**config.mk**
```make
export PLATFORM = sky130hd
export DESIGN_NAME = pc_sequencer_flat
export DESIGN_NICKNAME = d
export VERILOG_FILES = /design/src/rtl/pc_sequencer_if.sv /design/src/rtl/pc_sequencer.sv /design/src/flat_wrapper.sv
export SDC_FILE = /design/constraint.sdc
export NUM_CORES = 1
export LEC_CHECK = 0
export ABC_AREA = 1
export CORE_MARGIN = 3
export CORE_UTILIZATION = 45
export CTS_CLUSTER_SIZE = 8
export DETAILED_ROUTE_END_ITERATION = 10
export GPL_TIMING_DRIVEN = 0
export HOLD_SLACK_MARGIN = 0.12
export PLACE_DENSITY = 0.74
export SLEW_MARGIN = 20
export SYNTH_ARGS = -nofsm -noshare
export SYNTH_HDL_FRONTEND = slang
export SYNTH_SLANG_ARGS = --single-unit
```
**constraint.sdc**
```tcl
create_clock -name clk -period 4.1 [get_ports clk]
set_input_delay 1.23 -clock clk [delete_from_list [all_inputs] [get_ports clk]]
set_output_delay 1.23 -clock clk [all_outputs]
set_load 0.02 [all_outputs]
```
**src/rtl/pc_sequencer_if.sv**
```systemverilog
// Bundle of fetch-port and decode-stage signals seen by the next-PC controller.
// The master side is the sequencer itself; the slave side is the surrounding pipeline.
interface pc_sequencer_if;
  logic        if_ready;
  logic        if_valid;
  logic [31:0] pc;
  logic        id_valid;
  logic [2:0]  id_op;
  logic [31:0] id_pc;
  logic [25:0] id_instr_index;
  logic [15:0] id_br_offset;
  logic        id_br_taken;
  logic [31:0] id_rs_data;
  logic        flush;
  logic [31:0] link_addr;
  logic        redirect;
  logic        addr_err;
  logic [31:0] bad_vaddr;

  modport master (
    input  if_ready, id_valid, id_op, id_pc, id_instr_index, id_br_offset,
           id_br_taken, id_rs_data, flush,
    output if_valid, pc, link_addr, redirect, addr_err, bad_vaddr
  );

  modport slave (
    output if_ready, id_valid, id_op, id_pc, id_instr_index, id_br_offset,
           id_br_taken, id_rs_data, flush,
    input  if_valid, pc, link_addr, redirect, addr_err, bad_vaddr
  );
endinterface

```
**src/rtl/pc_sequencer.sv**
```systemverilog
// Fetch-stage next-PC controller: owns the fetch PC, forms J/branch/JR targets,
// holds a taken target until its delay slot is accepted, and redirects on flush/address error.
module pc_sequencer #(
  parameter logic [31:0] RESET_PC = 32'hBFC0_0000,
  parameter logic [31:0] EXC_PC   = 32'hBFC0_0380
) (
  input  logic           clk,
  input  logic           rst,
  pc_sequencer_if.master bus
);

  typedef enum logic {RUN, PEND} state_e;

  state_e      state_q, state_d;
  logic [31:0] pc_q, pc_d;
  logic [31:0] pendPc_q, pendPc_d;
  logic        ifValid_q;
  logic        redirect_q, redirect_d;
  logic        addrErr_q, addrErr_d;
  logic [31:0] badVaddr_q, badVaddr_d;

  logic [31:0] pc4;
  logic [31:0] target;
  logic        req;
  logic        jrMisaligned;
  logic        accept;

  // Decode-side target formation; the target mux is only meaningful when req is set.
  always_comb begin
    pc4          = bus.id_pc + 32'd4;
    req          = 1'b0;
    jrMisaligned = 1'b0;
    target       = pc4;
    if (bus.id_valid) begin
      case (bus.id_op)
        3'd1, 3'd2: begin
          req    = 1'b1;
          target = {pc4[31:28], bus.id_instr_index, 2'b00};
        end
        3'd3: begin
          req          = 1'b1;
          target       = bus.id_rs_data;
          jrMisaligned = (bus.id_rs_data[1:0] != 2'b00);
        end
        3'd4: begin
          req    = bus.id_br_taken;
          target = pc4 + {{14{bus.id_br_offset[15]}}, bus.id_br_offset, 2'b00};
        end
        default: ;
      endcase
    end
  end

  assign accept = ifValid_q && bus.if_ready;

  // Next-state logic: flush outranks everything, and requests seen while a target is pending are dropped.
  always_comb begin
    state_d    = state_q;
    pc_d       = pc_q;
    pendPc_d   = pendPc_q;
    redirect_d = 1'b0;
    addrErr_d  = 1'b0;
    badVaddr_d = badVaddr_q;
    if (bus.flush) begin
      state_d    = RUN;
      pc_d       = EXC_PC;
      pendPc_d   = 32'd0;
      redirect_d = 1'b1;
    end else begin
      case (state_q)
        RUN: begin
          if (jrMisaligned) begin
            pc_d       = EXC_PC;
            redirect_d = 1'b1;
            addrErr_d  = 1'b1;
            badVaddr_d = bus.id_rs_data;
          end else if (req) begin
            if (accept) begin
              pc_d       = target;
              redirect_d = 1'b1;
            end else begin
              pendPc_d = target;
              state_d  = PEND;
            end
          end else if (accept) begin
            pc_d = pc_q + 32'd4;
          end
        end
        PEND: begin
          if (accept) begin
            pc_d       = pendPc_q;
            state_d    = RUN;
            redirect_d = 1'b1;
          end
        end
        default: state_d = RUN;
      endcase
    end
  end

  always_ff @(posedge clk) begin
    if (!rst) begin
      state_q    <= RUN;
      pc_q       <= RESET_PC;
      pendPc_q   <= 32'd0;
      ifValid_q  <= 1'b0;
      redirect_q <= 1'b0;
      addrErr_q  <= 1'b0;
      badVaddr_q <= 32'd0;
    end else begin
      state_q    <= state_d;
      pc_q       <= pc_d;
      pendPc_q   <= pendPc_d;
      ifValid_q  <= 1'b1;
      redirect_q <= redirect_d;
      addrErr_q  <= addrErr_d;
      badVaddr_q <= badVaddr_d;
    end
  end

  assign bus.if_valid  = ifValid_q;
  assign bus.pc        = pc_q;
  assign bus.redirect  = redirect_q;
  assign bus.addr_err  = addrErr_q;
  assign bus.bad_vaddr = badVaddr_q;
  assign bus.link_addr = bus.id_pc + 32'd8;

endmodule

```
**src/flat_wrapper.sv**
```systemverilog
// flat-port wrapper written by rule: the top's interface ports become plain ports
module pc_sequencer_flat 
#(
  parameter logic [31:0] RESET_PC = 32'hBFC0_0000,
  parameter logic [31:0] EXC_PC   = 32'hBFC0_0380
)
  (clk, rst, bus_if_ready, bus_id_valid, bus_id_op, bus_id_pc, bus_id_instr_index, bus_id_br_offset, bus_id_br_taken, bus_id_rs_data, bus_flush, bus_if_valid, bus_pc, bus_link_addr, bus_redirect, bus_addr_err, bus_bad_vaddr);
  pc_sequencer_if bus_i ();
  input  logic clk;
  input  logic rst;
  input wire logic [$bits(bus_i.if_ready)-1:0] bus_if_ready;
  input wire logic [$bits(bus_i.id_valid)-1:0] bus_id_valid;
  input wire logic [$bits(bus_i.id_op)-1:0] bus_id_op;
  input wire logic [$bits(bus_i.id_pc)-1:0] bus_id_pc;
  input wire logic [$bits(bus_i.id_instr_index)-1:0] bus_id_instr_index;
  input wire logic [$bits(bus_i.id_br_offset)-1:0] bus_id_br_offset;
  input wire logic [$bits(bus_i.id_br_taken)-1:0] bus_id_br_taken;
  input wire logic [$bits(bus_i.id_rs_data)-1:0] bus_id_rs_data;
  input wire logic [$bits(bus_i.flush)-1:0] bus_flush;
  output wire logic [$bits(bus_i.if_valid)-1:0] bus_if_valid;
  output wire logic [$bits(bus_i.pc)-1:0] bus_pc;
  output wire logic [$bits(bus_i.link_addr)-1:0] bus_link_addr;
  output wire logic [$bits(bus_i.redirect)-1:0] bus_redirect;
  output wire logic [$bits(bus_i.addr_err)-1:0] bus_addr_err;
  output wire logic [$bits(bus_i.bad_vaddr)-1:0] bus_bad_vaddr;
  assign bus_i.if_ready = bus_if_ready;
  assign bus_i.id_valid = bus_id_valid;
  assign bus_i.id_op = bus_id_op;
  assign bus_i.id_pc = bus_id_pc;
  assign bus_i.id_instr_index = bus_id_instr_index;
  assign bus_i.id_br_offset = bus_id_br_offset;
  assign bus_i.id_br_taken = bus_id_br_taken;
  assign bus_i.id_rs_data = bus_id_rs_data;
  assign bus_i.flush = bus_flush;
  assign bus_if_valid = bus_i.if_valid;
  assign bus_pc = bus_i.pc;
  assign bus_link_addr = bus_i.link_addr;
  assign bus_redirect = bus_i.redirect;
  assign bus_addr_err = bus_i.addr_err;
  assign bus_bad_vaddr = bus_i.bad_vaddr;
  pc_sequencer #(.RESET_PC(RESET_PC), .EXC_PC(EXC_PC)) u_core (.clk(clk), .rst(rst), .bus(bus_i));
endmodule
```
# ---- Word level (Yosys, flattened, before mapping)
# Index checks and enable logic that the tools add are counted.
dict set report totals {
  wordCells 59
  inputBits 115
  reg_bits 100
}
dict set report op_classes {
  n_addsub 4
  n_bitwise 5
  reduce_logical 10
  eq_ne 8
  n_mux 24
}
# op n
set op_table {}
lappend op_table {{$mux W32} 6}
lappend op_table {{$pmux W32 S3} 1}
lappend op_table {{$add A32 B3 Y32 const B} 2}
lappend op_table {{$pmux W32 S2} 1}
lappend op_table {{$add A32 B32 Y32} 1}
lappend op_table {{$add A32 B4 Y32 const B} 1}
lappend op_table {{$mux W1} 12}
lappend op_table {{$mux W10} 1}
lappend op_table {{$eq A3 B2 Y1 const B} 2}
lappend op_table {{$pmux W1 S2} 3}
lappend op_table {{$reduce_or A3 Y1} 2}
lappend op_table {{$not A1 Y1} 5}
lappend op_table {{$ne A4 B2 Y1 const B} 1}
lappend op_table {{$reduce_and A2 Y1} 2}
lappend op_table {{$reduce_and A4 Y1} 1}
lappend op_table {{$reduce_or A2 Y1} 2}
lappend op_table {{$eq A3 B1 Y1 const B} 1}
lappend op_table {{$eq A3 B3 Y1 const B} 1}
lappend op_table {{$ne A3 B1 Y1 const B} 1}
lappend op_table {{$ne A3 B3 Y1 const B} 1}
lappend op_table {{$reduce_and A3 Y1} 1}
lappend op_table {{$ne A2 B2 Y1 const B} 1}
lappend op_table {{$reduce_bool A2 Y1} 1}
lappend op_table {{$logic_and A1 B1 Y1} 1}

# ---- Longest topological paths before layout
# Gate-level depths: netlist of the first run.
dict set report logic_depth {
  depth_word 9
  mapped_depth 28
  depth_no_buf 28
}

# ---- Worst setup path after synthesis of the first run
# OpenSTA, ideal clock, no wires.
dict set report synth_timing {
  path_kind {in2reg}
  from {in bus_id_pc[3]}
  to {reg u_core.pendPc_q[28]}
  path_stages 21
  setup_time_ns 0.115
  path_slack_ns 0.159
  t_required_ns 3.985
  arrival_ns 3.825
  cell_sequence {ha_1 > inv_1 > nor2_4 > nand2_1 > nor2_1 > xor2_1 > o21ai_0 > inv_1 > ha_1 > nand2_1 > inv_1 > a21oi_1 > nand2_1 > a21oi_1 > nand3_1 > nand3_1 > nand2_1 > nand2_1 > nand2_1 > o21ai_0 > inv_1}
}
dict set report synth_via {
  elab_chain_cells 4
}
# item line
set synth_rtl {}
lappend synth_rtl {{start: declaration} flat_wrapper.sv:14} ;# input wire logic [$bits(bus_i.id_pc)-1:0] bus_id_pc;
lappend synth_rtl {{$add A32 B3 Y32 *} pc_sequencer.sv:30} ;# pc4 = bus.id_pc + 32'd4;
lappend synth_rtl {{$add A32 B32 Y32} pc_sequencer.sv:47} ;# target = pc4 + {{14{bus.id_br_offset[15]}}, bus.id_br_offset, 2'b00};
lappend synth_rtl {{$pmux W32 S3} pc_sequencer.sv:35} ;# case (bus.id_op)
lappend synth_rtl {{$mux W32 *} pc_sequencer.sv:34} ;# if (bus.id_valid) begin
lappend synth_rtl {{end signal: assignment} pc_sequencer.sv:113} ;# pendPc_q <= pendPc_d;
lappend synth_rtl {{end: declaration} pc_sequencer.sv:16} ;# logic [31:0] pendPc_q, pendPc_d;
# Every way passes the cells marked *; elsewhere a longest branch is shown, timed or not.
# A chain may end at the register's enable or synchronous reset.

# ---- Final worst setup path of the first run
dict set report layout_timing {
  from {in bus_id_pc[3]}
  to {out bus_link_addr[29]}
}
dict set report layout_via {
  elab_chain_cells 1
}
# item line
set layout_rtl {}
lappend layout_rtl {{$add A32 B4 Y32} pc_sequencer.sv:126} ;# assign bus.link_addr = bus.id_pc + 32'd8;
lappend layout_rtl {{end: declaration} flat_wrapper.sv:22} ;# output wire logic [$bits(bus_i.link_addr)-1:0] bus_link_addr;
# Every way passes these cells.

==> summary.txt, run 1 <==
SYNTHESIS
------------------------------------------------------------------------------------
Cell with the most instances after synthesis                            sky130_fd_sc_hd__nand2_1
Mean cell area of the mapped netlist                                        5.95 um2
Number of enable-type register cells in the synthesized netlist                    0
Share of synthesized registers carrying an async set or reset                      0
Count of cell types in the netlist                                                50
Area contributors post-synth                                            sky130_fd_sc_hd__dfxtp_1 22%, sky130_fd_sc_hd__nand2_1 18%, sky130_fd_sc_hd__inv_1 7.8%
Number of instances in the synthesized netlist                                 1,505
Main synth FF type                                                      sky130_fd_sc_hd__dfxtp_1
Yosys warning count                                                                0
Largest area contributor in the synthesized netlist                     sky130_fd_sc_hd__dfxtp_1
Post-synth design cell area                                                 8960 um2
Most common library cells after synthesis                               428 x sky130_fd_sc_hd__nand2_1, 186 x sky130_fd_sc_hd__inv_1, 129 x sky130_fd_sc_hd__a21oi_1, 123 x sky130_fd_sc_hd__nand3_1, 118 x sky130_fd_sc_hd__nor2_1
Top-area cell type share of the netlist area                                   0.223
Number of flip-flops and latches in the synthesized netlist                      100
Proportion of synthesized chip area in sequential cells                        0.223
Net Count, Synth                                                               1,656

CLOCK NETWORK
------------------------------------------------------------------------------------
Clock tree from TritonCTS                                                        yes
Later-pin clock latency in the skew report                                   0.37 ns
Number of buffers on the longest clock path                                        2
Total clock buffers created by CTS                                                 9
Clock tree root buffer cell                                             sky130_fd_sc_hd__clkbuf_16
Max H-tree Level                                                                   3
Clk pin slew, worst setup/hold paths                                         0.08 ns
Number of clock sinks seen by CTS                                                100

GLOBAL ROUTE
------------------------------------------------------------------------------------
Global-route wire length before repair                                     58,600 um
Initial antenna violation count                                                    0
Maximum number of pins on one net before global-route repair                      22
GR Overflow Total                                                                  0
Vias in the first global route                                                10,850
Global routing usage summed across all routing layers                          0.340

RUN STATUS
------------------------------------------------------------------------------------
Outcome                                                                 finished, final reports clean

POWER
------------------------------------------------------------------------------------
Power per cell area                                                       241 nW/um2
Cell leakage power                                                           5.56 nW
Worst-case vdd ir drop                                                        224 uV

PLACE
------------------------------------------------------------------------------------
Placement-stage worst setup slack                                           -1.22 ns
Count of input and output buffers                                                213
Placed cell areas                                                         11,400 um2
Placed Cells incl. Taps                                                        1,978
Weighted congestion at the end of routability-driven global placement          0.973
HPWL after detailed placement                                              31,000 um

FLOORPLANNING
------------------------------------------------------------------------------------
Initial Utilization                                                            0.468
# rows                                                                            50
Die Area                                                                  21,600 um2
Number of placed I/O pins                                                        214
Die Span X                                                                    147 um
Overall die height                                                            147 um
Std-Cell Core Area                                                        19,100 um2

ROUTING
------------------------------------------------------------------------------------
Pre-antenna DRT Iters                                                              6
Total wire length                                                          38,500 um
Number of nets still failing antenna checks after routing                          0
DRC violation count after routing                                                  0
Vias                                                                          11,416
Wire length per cell after detailed routing                                  19.1 um
Via density per instance                                                        5.65
1st-iter DRT viols                                                             1,161

WORST SETUP PATH
------------------------------------------------------------------------------------
Setup crit end kind                                                       output pin
Setup slack of the most critical reg-to-reg path                             1.89 ns
Category of the critical setup timing path                              input pin to output pin
Data arrival time at the worst-slack endpoint                                2.81 ns
Maximum fanout encountered on the critical timing path                             4
Required @ worst endpoint                                                    2.87 ns
Element type at the critical path start                                    input pin

FINISH
------------------------------------------------------------------------------------
Fraction of final layout cells sized beyond drive strength 1                   0.143
Net count of the finished layout                                               1,906
Filler instances                                                               1,873
Final design instance area without fill                                   12,400 um2
Number of inserted diodes                                                          0
Area of the multi-input gates                                               6560 um2
Footprint of the flip-flops and latches                                     2000 um2
Area growth syn-to-layout                                                      38.6%
Non-filler instance count after layout                                         2,020

TIMING
------------------------------------------------------------------------------------
Final sum of negative setup slack                                               0 ns
Worst Setup Slack, final                                                   0.0638 ns
Final clock period utilization by the worst path                               0.984
Maximum clock skew at final layout                                         0.0197 ns
Relative max-transition margin                                                 0.227
Highest clock rate                                                           248 MHz
Worst-Margin Slew                                                            1.16 ns
Final setup violating endpoints                                                    0
Final hold violation count                                                         0
Min Tclk post-route                                                          4.04 ns
Final hold slack                                                            0.469 ns
Number of pins exceeding their max-slew limit in the final report                  0

JOB
------------------------------------------------------------------------------------
Maximum Capacitance Violations                                                     0

WORST HOLD PATH
------------------------------------------------------------------------------------
Classification of the worst-slack hold path                             register to register

## path summary, 6_finish.rpt
kind / startpoint / endpoint / cells past startpoint
worst min register to register: u_core.bus.bad_vaddr[6]$_SDFFE_PN0P_ / u_core.bus.bad_vaddr[6]$_SDFFE_PN0P_ / 2
worst min-delay path: u_core.bus.bad_vaddr[6]$_SDFFE_PN0P_ / u_core.bus.bad_vaddr[6]$_SDFFE_PN0P_ / 2
worst max register to register: u_core.bus.pc[4]$_SDFFE_PP0P_ / u_core.bus.pc[31]$_SDFFE_PP1P_ / 12
worst max-delay path: bus_id_pc[3] / bus_link_addr[29] / 12
## critical path, stage by stage
cell	delay, ns
sky130_fd_sc_hd__buf_2	0.15
sky130_fd_sc_hd__ha_4	0.17
sky130_fd_sc_hd__inv_1	0.07
sky130_fd_sc_hd__nor2_4	0.16
sky130_fd_sc_hd__inv_2	0.06
sky130_fd_sc_hd__nor2_4	0.15
sky130_fd_sc_hd__inv_2	0.06
sky130_fd_sc_hd__nor2_2	0.11
sky130_fd_sc_hd__inv_1	0.09
sky130_fd_sc_hd__nor3_2	0.22
sky130_fd_sc_hd__xor2_1	0.16
sky130_fd_sc_hd__buf_4	0.16
## placed cells by master, fill, tap and decap left out, types with 9 or more instances in the layout
cell type and n:
sky130_fd_sc_hd__a21oi_1 122, sky130_fd_sc_hd__a221oi_1 13, sky130_fd_sc_hd__buf_2 27, sky130_fd_sc_hd__buf_4 32, sky130_fd_sc_hd__clkbuf_1 28, sky130_fd_sc_hd__clkbuf_16 9
sky130_fd_sc_hd__clkbuf_2 16, sky130_fd_sc_hd__clkdlybuf4s50_1 165, sky130_fd_sc_hd__dfxtp_1 100, sky130_fd_sc_hd__ha_1 25, sky130_fd_sc_hd__inv_1 180, sky130_fd_sc_hd__inv_2 15
sky130_fd_sc_hd__nand2_1 402, sky130_fd_sc_hd__nand2_2 27, sky130_fd_sc_hd__nand3_1 117, sky130_fd_sc_hd__nand3b_1 9, sky130_fd_sc_hd__nand4_1 17, sky130_fd_sc_hd__nor2_1 92
sky130_fd_sc_hd__nor2_2 20, sky130_fd_sc_hd__nor2_4 18, sky130_fd_sc_hd__nor3_1 16, sky130_fd_sc_hd__nor3_2 12, sky130_fd_sc_hd__o21ai_0 92, sky130_fd_sc_hd__xnor2_1 13
sky130_fd_sc_hd__xor2_1 46, sky130_fd_sc_hd__xor2_2 9
## timing repair
action,4_1_cts,5_1_grt
gates resized for setup,149,123
pin swaps,19,23
setup buffers,13,13
gates cloned,0,0
setup endpoints to repair,72,63
hold buffers,0,0
endpoints found under the hold margin,0,0
## cells by family (layout without fill, tap and decap cells)
family | after synthesis | in the layout | synth area share
AOI/OAI and AO/OA | 282 | 282 | 0.176
buffers and inverters | 251 | 506 | 0.110
xor gates and xnor gates | 69 | 69 | 0.0683
and+or+nand+nor | 767 | 767 | 0.371
DFF | 100 | 100 | 0.223
adders and majority gates | 36 | 36 | 0.0511
## area by class of cell
class / instances / area share
inverters: 198 / 0.0599
plain buffers: 53 / 0.0196
clock inverters: 7 / 0.00736
repair buffers: 239 / 0.179
clock buffers: 9 / 0.0181
flip-flops and latches: 100 / 0.161
well taps: 260 / 0.0262
multi-input cells: 1154 / 0.529
## report_power, final
part / switching, W / internal [W] / total, W
clock network: 0.000470 / 0.000443 / 0.000912
logic: 0.000659 / 0.000396 / 0.00105
registers: 0.0000295 / 0.000999 / 0.00103
total: 0.00116 / 0.00184 / 0.00300
## sequential cells by signal, indices dropped and copies added (netlist names)
signal,count
u_core.bus.bad_vaddr,32
u_core.bus.pc,32
u_core.pendPc_q,32
u_core.bus.addr_err,1
u_core.bus.if_valid,1
u_core.bus.redirect,1
u_core.state_q,1
## routing by layer
metal / up-vias / wire length, um / GRT usage
met1: 5377 / 16200 / 0.468
met4: 0 / 1050 / 0.102
met2: 563 / 17300 / 0.540
met5: - / 0 / 0
li1: 5409 / - / -
met3: 67 / 3940 / 0.0703
## stage by stage
step / power, W / utilization
4_1_cts: 0.00293 / 0.630
5_1_grt: 0.00312 / 0.648
3_3_place_gp: 0.00201 / 0.596
6_report: 0.00300 / 0.648
2_1_floorplan: 0.00160 / -
3_5_place_dp: 0.00202 / 0.596
Power figures use the tool's default switching activity.
==> inputs of run 2 (changes only) <==
- GPL_ROUTABILITY_DRIVEN: not set -> 0
==> summary.txt, run 2 (synthesis gave the netlist of run 1 again) <==
TIMING
--------------------------------------------------------------------------------
Final clock period utilization by the worst path                           0.983   was 0.984
Maximum clock skew at final layout                                     0.0186 ns   was 0.0197 ns
Final hold violation count                                                     0   unchanged
Min Tclk post-route                                                      4.03 ns   was 4.04 ns
Worst-Margin Slew                                                       0.998 ns   was 1.16 ns
Number of pins exceeding their max-slew limit in the final report              0   unchanged
Final sum of negative setup slack                                           0 ns   unchanged
Highest clock rate                                                       248 MHz   about the same
Final setup violating endpoints                                                0   unchanged
Worst Setup Slack, final                                               0.0701 ns   was 0.0638 ns
Relative max-transition margin                                             0.333   was 0.227
Final hold slack                                                        0.462 ns   was 0.469 ns

WORST SETUP PATH
--------------------------------------------------------------------------------
Cell with the largest stage delay on the worst path                 sky130_fd_sc_hd__nor3_4   was sky130_fd_sc_hd__nor3_2
Setup crit end kind                                                   output pin   unchanged
Element type at the critical path start                                input pin   unchanged
Data arrival time at the worst-slack endpoint                            2.80 ns   was 2.81 ns
Cell-by-cell listing of the critical path                           buf_2 -> ha_4 -> inv_1 -> nor2_4 -> inv_2 -> nor2_4 -> inv_2 -> nor2_4 -> inv_2 -> nor3_4 -> xor2_1 -> buf_4   was buf_2 -> ha_4 -> inv_1 -> nor2_4 -> inv_2 -> nor2_4 -> inv_2 -> nor2_2 -> inv_1 -> nor3_2 -> xor2_1 -> buf_4
Peak per-stage delay on the critical path                                0.19 ns   was 0.22 ns
Required @ worst endpoint                                                2.87 ns   about the same
Category of the critical setup timing path                          input pin to output pin   unchanged
Maximum fanout encountered on the critical timing path                         5   was 4

FLOORPLANNING
--------------------------------------------------------------------------------
Die Area                                                              21,600 um2   unchanged
Std-Cell Core Area                                                    19,100 um2   unchanged
Overall die height                                                        147 um   unchanged
Initial Utilization                                                        0.468   unchanged
Number of placed I/O pins                                                    214   unchanged
# rows                                                                        50   unchanged
Die Span X                                                                147 um   unchanged

GLOBAL ROUTE
--------------------------------------------------------------------------------
Most heavily used metal layer in global routing                             met2   unchanged
M2 GR Usage                                                                0.541   was 0.540
Global routing met3 resource utilization                                  0.0777   was 0.0703
Global-route track usage on met1                                           0.421   was 0.468
Global routing usage summed across all routing layers                      0.328   was 0.340
Vias in the first global route                                            10,736   was 10,850
Global-route wire length before repair                                 57,000 um   was 58,600 um
Maximum number of pins on one net before global-route repair                  22   unchanged
Initial antenna violation count                                                0   unchanged
GR Overflow Total                                                              0   unchanged

ROUTING
--------------------------------------------------------------------------------
Pre-antenna DRT Iters                                                          6   unchanged
DRC violation count after routing                                              0   unchanged
1st-iter DRT viols                                                         1,396   was 1,161
Wire length per cell after detailed routing                              18.5 um   was 19.1 um
Vias                                                                      11,388   was 11,416
Via density per instance                                                    5.64   was 5.65
Number of nets still failing antenna checks after routing                      0   unchanged
Total wire length                                                      37,400 um   was 38,500 um

PLACE
--------------------------------------------------------------------------------
Placement-stage worst setup slack                                       -1.16 ns   was -1.22 ns
Count of input and output buffers                                            213   unchanged
Placed Cells incl. Taps                                                    1,978   unchanged
HPWL after detailed placement                                          29,800 um   was 31,000 um

FINISH
--------------------------------------------------------------------------------
Filler instances                                                           1,790   was 1,873
Most used cells in the layout excluding fill and tap cells          404 x sky130_fd_sc_hd__nand2_1, 182 x sky130_fd_sc_hd__inv_1, 166 x sky130_fd_sc_hd__clkdlybuf4s50_1, 121 x sky130_fd_sc_hd__a21oi_1, 117 x sky130_fd_sc_hd__nand3_1   was 402 x sky130_fd_sc_hd__nand2_1, 180 x sky130_fd_sc_hd__inv_1, 165 x sky130_fd_sc_hd__clkdlybuf4s50_1, 122 x sky130_fd_sc_hd__a21oi_1, 117 x sky130_fd_sc_hd__nand3_1
Net count of the finished layout                                           1,906   unchanged
Commonest non-fill, non-tap cell in the layout                      sky130_fd_sc_hd__nand2_1   unchanged
Fraction of final layout cells sized beyond drive strength 1               0.140   was 0.143
Area growth syn-to-layout                                                  38.5%   was 38.6%
Final Util                                                                 0.648   about the same
Non-filler instance count after layout                                     2,020   unchanged
Number of inserted diodes                                                      0   unchanged

JOB
--------------------------------------------------------------------------------
Maximum Capacitance Violations                                                 0   unchanged

CLOCK NETWORK
--------------------------------------------------------------------------------
Max H-tree Level                                                               3   unchanged
Number of buffers on the longest clock path                                    2   unchanged
Clk pin slew, worst setup/hold paths                                     0.08 ns   about the same
Later-pin clock latency in the skew report                               0.37 ns   about the same
Number of clock sinks seen by CTS                                            100   unchanged
Clock tree root buffer cell                                         sky130_fd_sc_hd__clkbuf_16   unchanged
Total clock buffers created by CTS                                             9   unchanged
Clock tree from TritonCTS                                                    yes   unchanged

POWER
--------------------------------------------------------------------------------
Worst-case vdd ir drop                                                    221 uV   was 224 uV
Cell leakage power                                                       5.55 nW   was 5.56 nW
Power per cell area                                                   240 nW/um2   was 241 nW/um2

WORST HOLD PATH
--------------------------------------------------------------------------------
Classification of the worst-slack hold path                         register to register   unchanged

RUN STATUS
--------------------------------------------------------------------------------
Outcome                                                             finished, final reports clean   unchanged

run 2: cell count changes in the layout (fill, tap and decap cells not counted), sizes merged:
cell and delta:
dlygate4sd2 +2, buf -2, clkdlybuf4s15 -1, clkbuf -1
dlymetal6s2s +1, clkdlybuf4s50 +1
run 2: final timing paths:
path                                              start                               endpoint  slack (ns)  cells after the start
setup / recovery                           bus_id_pc[4]                      bus_link_addr[29]        0.07                     12
hold / removal    u_core.bus.bad_vaddr[10]$_SDFFE_PN0P_  u_core.bus.bad_vaddr[10]$_SDFFE_PN0P_        0.46                      2
setup reg to reg          u_core.bus.pc[4]$_SDFFE_PP0P_         u_core.bus.pc[31]$_SDFFE_PP1P_        1.87                     12
hold reg to reg   u_core.bus.bad_vaddr[10]$_SDFFE_PN0P_  u_core.bus.bad_vaddr[10]$_SDFFE_PN0P_        0.46                      2
run 2: critical path: cells and delay by family:
kind,cells,cell delay (ns)
XOR/XNOR,1,0.19
adder cells (fa/ha/maj),1,0.16
buffers and inverters,6,0.58
AND/OR/NAND/NOR,4,0.63
run 2: timing repair:
action                                  in CTS  in global routing
endpoints found under the setup margin      72                 63
hold buffers                                 0                  0
cloned                                       0                  0
resized for setup                          137                119
buffers inserted                            14                 12
pin swaps                                   10                 22
run 2: through the flow:
stage	cell area, um2	power, W
after global routing	12400	0.00311
after global placement	11400	0.00200
after CTS	12000	0.00291
final	12400	0.00298
after detailed placement	11400	0.00201
after floorplan	8960	0.00160
run 2: power by group:
part           total (W)  internal (W)  leakage, nW  switching [W]
registers        0.00103      0.000999        0.812      0.0000294
clock network   0.000901      0.000442        0.152       0.000459
logic            0.00105      0.000397         4.59       0.000654
total            0.00298       0.00184         5.55        0.00114
run 2: per-layer routing:
metal	vias to the layer above	part of all wire
li1	5426	-
met1	5200	0.39
met2	659	0.46
met3	103	0.11
met4	0	0.035
met5	-	0
run 2: final cells by class:
| cell class | instances | area (um2) | share of cell area |
|---|---|---|---|
| multi-input cells | 1154 | 6540 | 0.527 |
| repair buffers | 239 | 2230 | 0.180 |
| flip-flops and latches | 100 | 2000 | 0.161 |
| inverters | 198 | 743 | 0.0599 |
| well taps | 260 | 325 | 0.0262 |
| plain buffers | 53 | 243 | 0.0196 |
| clock buffers | 9 | 225 | 0.0182 |
| clock inverters | 7 | 91.3 | 0.00736 |
==> inputs of run 3 (changes only) <==
--- a/config.mk
+++ b/config.mk
@@ -10,2 +10,3 @@
 export CORE_UTILIZATION = 45
+export CTS_CLUSTER_DIAMETER = 200
 export CTS_CLUSTER_SIZE = 8
==> constraint.sdc (replaced) <==
create_clock -name clk -period 4.1 [get_ports clk]
set_input_delay 0.82 -clock clk [delete_from_list [all_inputs] [get_ports clk]]
set_output_delay 0.82 -clock clk [all_outputs]
set_load 0.02 [all_outputs]
==> summary.txt, run 3 (synthesis gave the netlist of run 1 again) <==
GLOBAL ROUTE
--------------------------------------------------------------------------------
Maximum number of pins on one net before global-route repair                  22   unchanged
Vias in the first global route                                            10,576   was 10,736
Global routing usage summed across all routing layers                      0.324   was 0.328
GR Overflow Total                                                              0   unchanged
Initial antenna violation count                                                0   unchanged
Global-route wire length before repair                                 56,300 um   was 57,000 um

CLOCK NETWORK
--------------------------------------------------------------------------------
Number of clock sinks seen by CTS                                            100   unchanged
Clock tree root buffer cell                                         sky130_fd_sc_hd__clkbuf_16   unchanged
Later-pin clock latency in the skew report                               0.37 ns   about the same
Max H-tree Level                                                               3   unchanged
Clk pin slew, worst setup/hold paths                                     0.08 ns   about the same
Clock tree from TritonCTS                                                    yes   unchanged
Number of buffers on the longest clock path                                    2   unchanged
Total clock buffers created by CTS                                             9   unchanged
# hold bufs at CTS                                                             0   unchanged

ROUTING
--------------------------------------------------------------------------------
Wire length per cell after detailed routing                              18.2 um   was 18.5 um
1st-iter DRT viols                                                         1,334   was 1,396
Vias                                                                      11,383   was 11,388
Pre-antenna DRT Iters                                                          6   unchanged
DRC violation count after routing                                              0   unchanged
Total wire length                                                      36,500 um   was 37,400 um
Number of nets still failing antenna checks after routing                      0   unchanged
Via density per instance                                                    5.68   was 5.64

WORST SETUP PATH
--------------------------------------------------------------------------------
Data arrival time at the worst-slack endpoint                            4.23 ns   was 2.80 ns
Cell with the largest stage delay on the worst path                 sky130_fd_sc_hd__clkdlybuf4s50_1   was sky130_fd_sc_hd__nor3_4
Element type at the critical path start                                input pin   unchanged
Maximum fanout encountered on the critical timing path                         5   unchanged
Critical path's most frequent cell                                  sky130_fd_sc_hd__nand2_1
Cell-by-cell listing of the critical path                           clkdlybuf4s50_1 -> nand2_2 -> nor2_2 -> nand2_1 -> nor2_1 -> nand3_1 -> xor2_2 -> inv_1 -> ha_2 -> nand2_2 -> nor2_4 -> nand3_1 -> nor2_1 -> nand2_1 -> nand3_1 -> nand2_1 -> nand3_1 -> nand2_1 -> nand2_2 -> nand2_1 -> nand2_1 -> nand2_1 -> nand2_1 -> nand2_1   was buf_2 -> ha_4 -> inv_1 -> nor2_4 -> inv_2 -> nor2_4 -> inv_2 -> nor2_4 -> inv_2 -> nor3_4 -> xor2_1 -> buf_4
Peak per-stage delay on the critical path                                0.58 ns   was 0.19 ns
Required @ worst endpoint                                                4.35 ns   was 2.87 ns
Setup crit end kind                                                     register   was output pin
Category of the critical setup timing path                          input pin to register   was input pin to output pin

TIMING
--------------------------------------------------------------------------------
Worst-Margin Slew                                                       0.969 ns   was 0.998 ns
Final clock period utilization by the worst path                           0.969   was 0.983
Relative max-transition margin                                             0.347   was 0.333
Final setup violating endpoints                                                0   unchanged
Number of pins exceeding their max-slew limit in the final report              0   unchanged
Final sum of negative setup slack                                           0 ns   unchanged
Highest clock rate                                                       252 MHz   was 248 MHz
Min Tclk post-route                                                      3.97 ns   was 4.03 ns
Final hold violation count                                                     0   unchanged
Maximum clock skew at final layout                                     0.0191 ns   was 0.0186 ns
Final hold slack                                                        0.462 ns   about the same

FLOORPLANNING
--------------------------------------------------------------------------------
Number of placed I/O pins                                                    214   unchanged
Die Span X                                                                147 um   unchanged
Std-Cell Core Area                                                    19,100 um2   unchanged
Overall die height                                                        147 um   unchanged
# rows                                                                        50   unchanged
Die Area                                                              21,600 um2   unchanged
Initial Utilization                                                        0.468   unchanged

POWER
--------------------------------------------------------------------------------
Fraction of power consumed by combinational cells                          0.345   was 0.353
Switching portion of total power                                           0.381   was 0.383
Sequential share of power                                                  0.348   was 0.345
Pint                                                                   0.00183 W   was 0.00184 W
Cell leakage power                                                       5.41 nW   was 5.55 nW
Clk network pwr share                                                      0.307   was 0.302
Net Sw Power                                                           0.00112 W   was 0.00114 W
Power per cell area                                                   244 nW/um2   was 240 nW/um2
Worst-case vdd ir drop                                                    221 uV   about the same

FINISH
--------------------------------------------------------------------------------
Area growth syn-to-layout                                                  35.2%   was 38.5%
Most used cells in the layout excluding fill and tap cells          420 x sky130_fd_sc_hd__nand2_1, 198 x sky130_fd_sc_hd__clkdlybuf4s50_1, 186 x sky130_fd_sc_hd__inv_1, 124 x sky130_fd_sc_hd__a21oi_1, 120 x sky130_fd_sc_hd__nand3_1   was 404 x sky130_fd_sc_hd__nand2_1, 182 x sky130_fd_sc_hd__inv_1, 166 x sky130_fd_sc_hd__clkdlybuf4s50_1, 121 x sky130_fd_sc_hd__a21oi_1, 117 x sky130_fd_sc_hd__nand3_1
Fraction of final layout cells sized beyond drive strength 1              0.0843   was 0.140
Filler instances                                                           1,861   was 1,790
Commonest non-fill, non-tap cell in the layout                      sky130_fd_sc_hd__nand2_1   unchanged
Non-filler instance count after layout                                     2,003   was 2,020
Net count of the finished layout                                           1,889   was 1,906
Number of inserted diodes                                                      0   unchanged

WORST HOLD PATH
--------------------------------------------------------------------------------
Classification of the worst-slack hold path                         register to register   unchanged

JOB
--------------------------------------------------------------------------------
Maximum Capacitance Violations                                                 0   unchanged

PLACE
--------------------------------------------------------------------------------
HPWL after detailed placement                                          29,800 um   unchanged
Count of input and output buffers                                            213   unchanged
Placed Cells incl. Taps                                                    1,978   unchanged

RUN STATUS
--------------------------------------------------------------------------------
Outcome                                                             finished, final reports clean   unchanged

## run 3: cell types whose count changed in the layout (fill, tap and decap cells not counted), moves of 5 or more
cell                              before  now
sky130_fd_sc_hd__clkbuf_2             16    3
sky130_fd_sc_hd__clkdlybuf4s15_2       5    0
sky130_fd_sc_hd__nor3_1               18   25
sky130_fd_sc_hd__clkdlybuf4s50_1     166  198
sky130_fd_sc_hd__nor2_4               20   15
sky130_fd_sc_hd__nor2_1               94  106
sky130_fd_sc_hd__nand2_2              30   14
sky130_fd_sc_hd__ha_1                 22   29
sky130_fd_sc_hd__dlygate4sd2_1        10    3
sky130_fd_sc_hd__buf_2                24   18
sky130_fd_sc_hd__nand2_1             404  420
sky130_fd_sc_hd__buf_4                34   14
sky130_fd_sc_hd__nor2_2               16    9
## run 3: power by group through the flow
stage	clock [W]	combinational (W)	sequential, W
detailed placement	0	0.000958	0.00105
finish	0.000908	0.00102	0.00103
global route	0.000939	0.00111	0.00103
global placement	0	0.000946	0.00105
floorplan	0	0.000535	0.00107
CTS	0.000908	0.000964	0.00103
## run 3: worst max-delay path: cells and delay by family
| kind | cells | cell delay, ns |
|---|---|---|
| XOR/XNOR | 1 | 0.24 |
| adder cells (fa/ha/maj) | 1 | 0.38 |
| AND/OR/NAND/NOR | 20 | 2.14 |
| buffers and inverters | 2 | 0.65 |
## run 3: layer usage
metal / global-route usage / share of wire
met5: 0 / 0
met4: 0.110 / 0.036
met3: 0.0793 / 0.11
met2: 0.534 / 0.45
met1: 0.417 / 0.40
## run 3: path summary, 6_finish.rpt
check	start	endpoint	slack, ns	cells past startpoint
max reg2reg	u_core.bus.pc[4]$_SDFFE_PP0P_	u_core.bus.pc[31]$_SDFFE_PP1P_	1.90	12
min	u_core.bus.bad_vaddr[10]$_SDFFE_PN0P_	u_core.bus.bad_vaddr[10]$_SDFFE_PN0P_	0.46	2
max	bus_id_pc[7]	u_core.bus.pc[25]$_SDFFE_PP1P_	0.13	24
min reg2reg	u_core.bus.bad_vaddr[10]$_SDFFE_PN0P_	u_core.bus.bad_vaddr[10]$_SDFFE_PN0P_	0.46	2
## run 3: timing repair
item	in CTS	in global routing
pin swaps	1	8
gates resized for setup	13	71
setup endpoints to repair	36	51
setup buffers	1	8
hold endpoints to repair	0	0
## run 3: final cells by class
class / count / area (um2) / area share
plain buffers: 53 / 243 / 0.0200
inverters: 198 / 743 / 0.0614
clock inverters: 7 / 91.3 / 0.00754
flip-flops and latches: 100 / 2000 / 0.165
clock buffers: 9 / 225 / 0.0186
well taps: 260 / 325 / 0.0269
repair buffers: 222 / 2220 / 0.183
multi-input cells: 1154 / 6260 / 0.517
## run 3: per-stage QoR
stage | area (um2) | power (W) | utilization | worst slack [ns]
after floorplan | 8960 | 0.00160 | - | 0.569
after global placement | 11400 | 0.00200 | 0.596 | -0.724
after detailed placement | 11400 | 0.00201 | 0.596 | -0.748
after CTS | 11800 | 0.00290 | 0.614 | 0.0110
after global routing | 12100 | 0.00308 | 0.633 | -0.117
final | 12100 | 0.00295 | 0.633 | 0.129
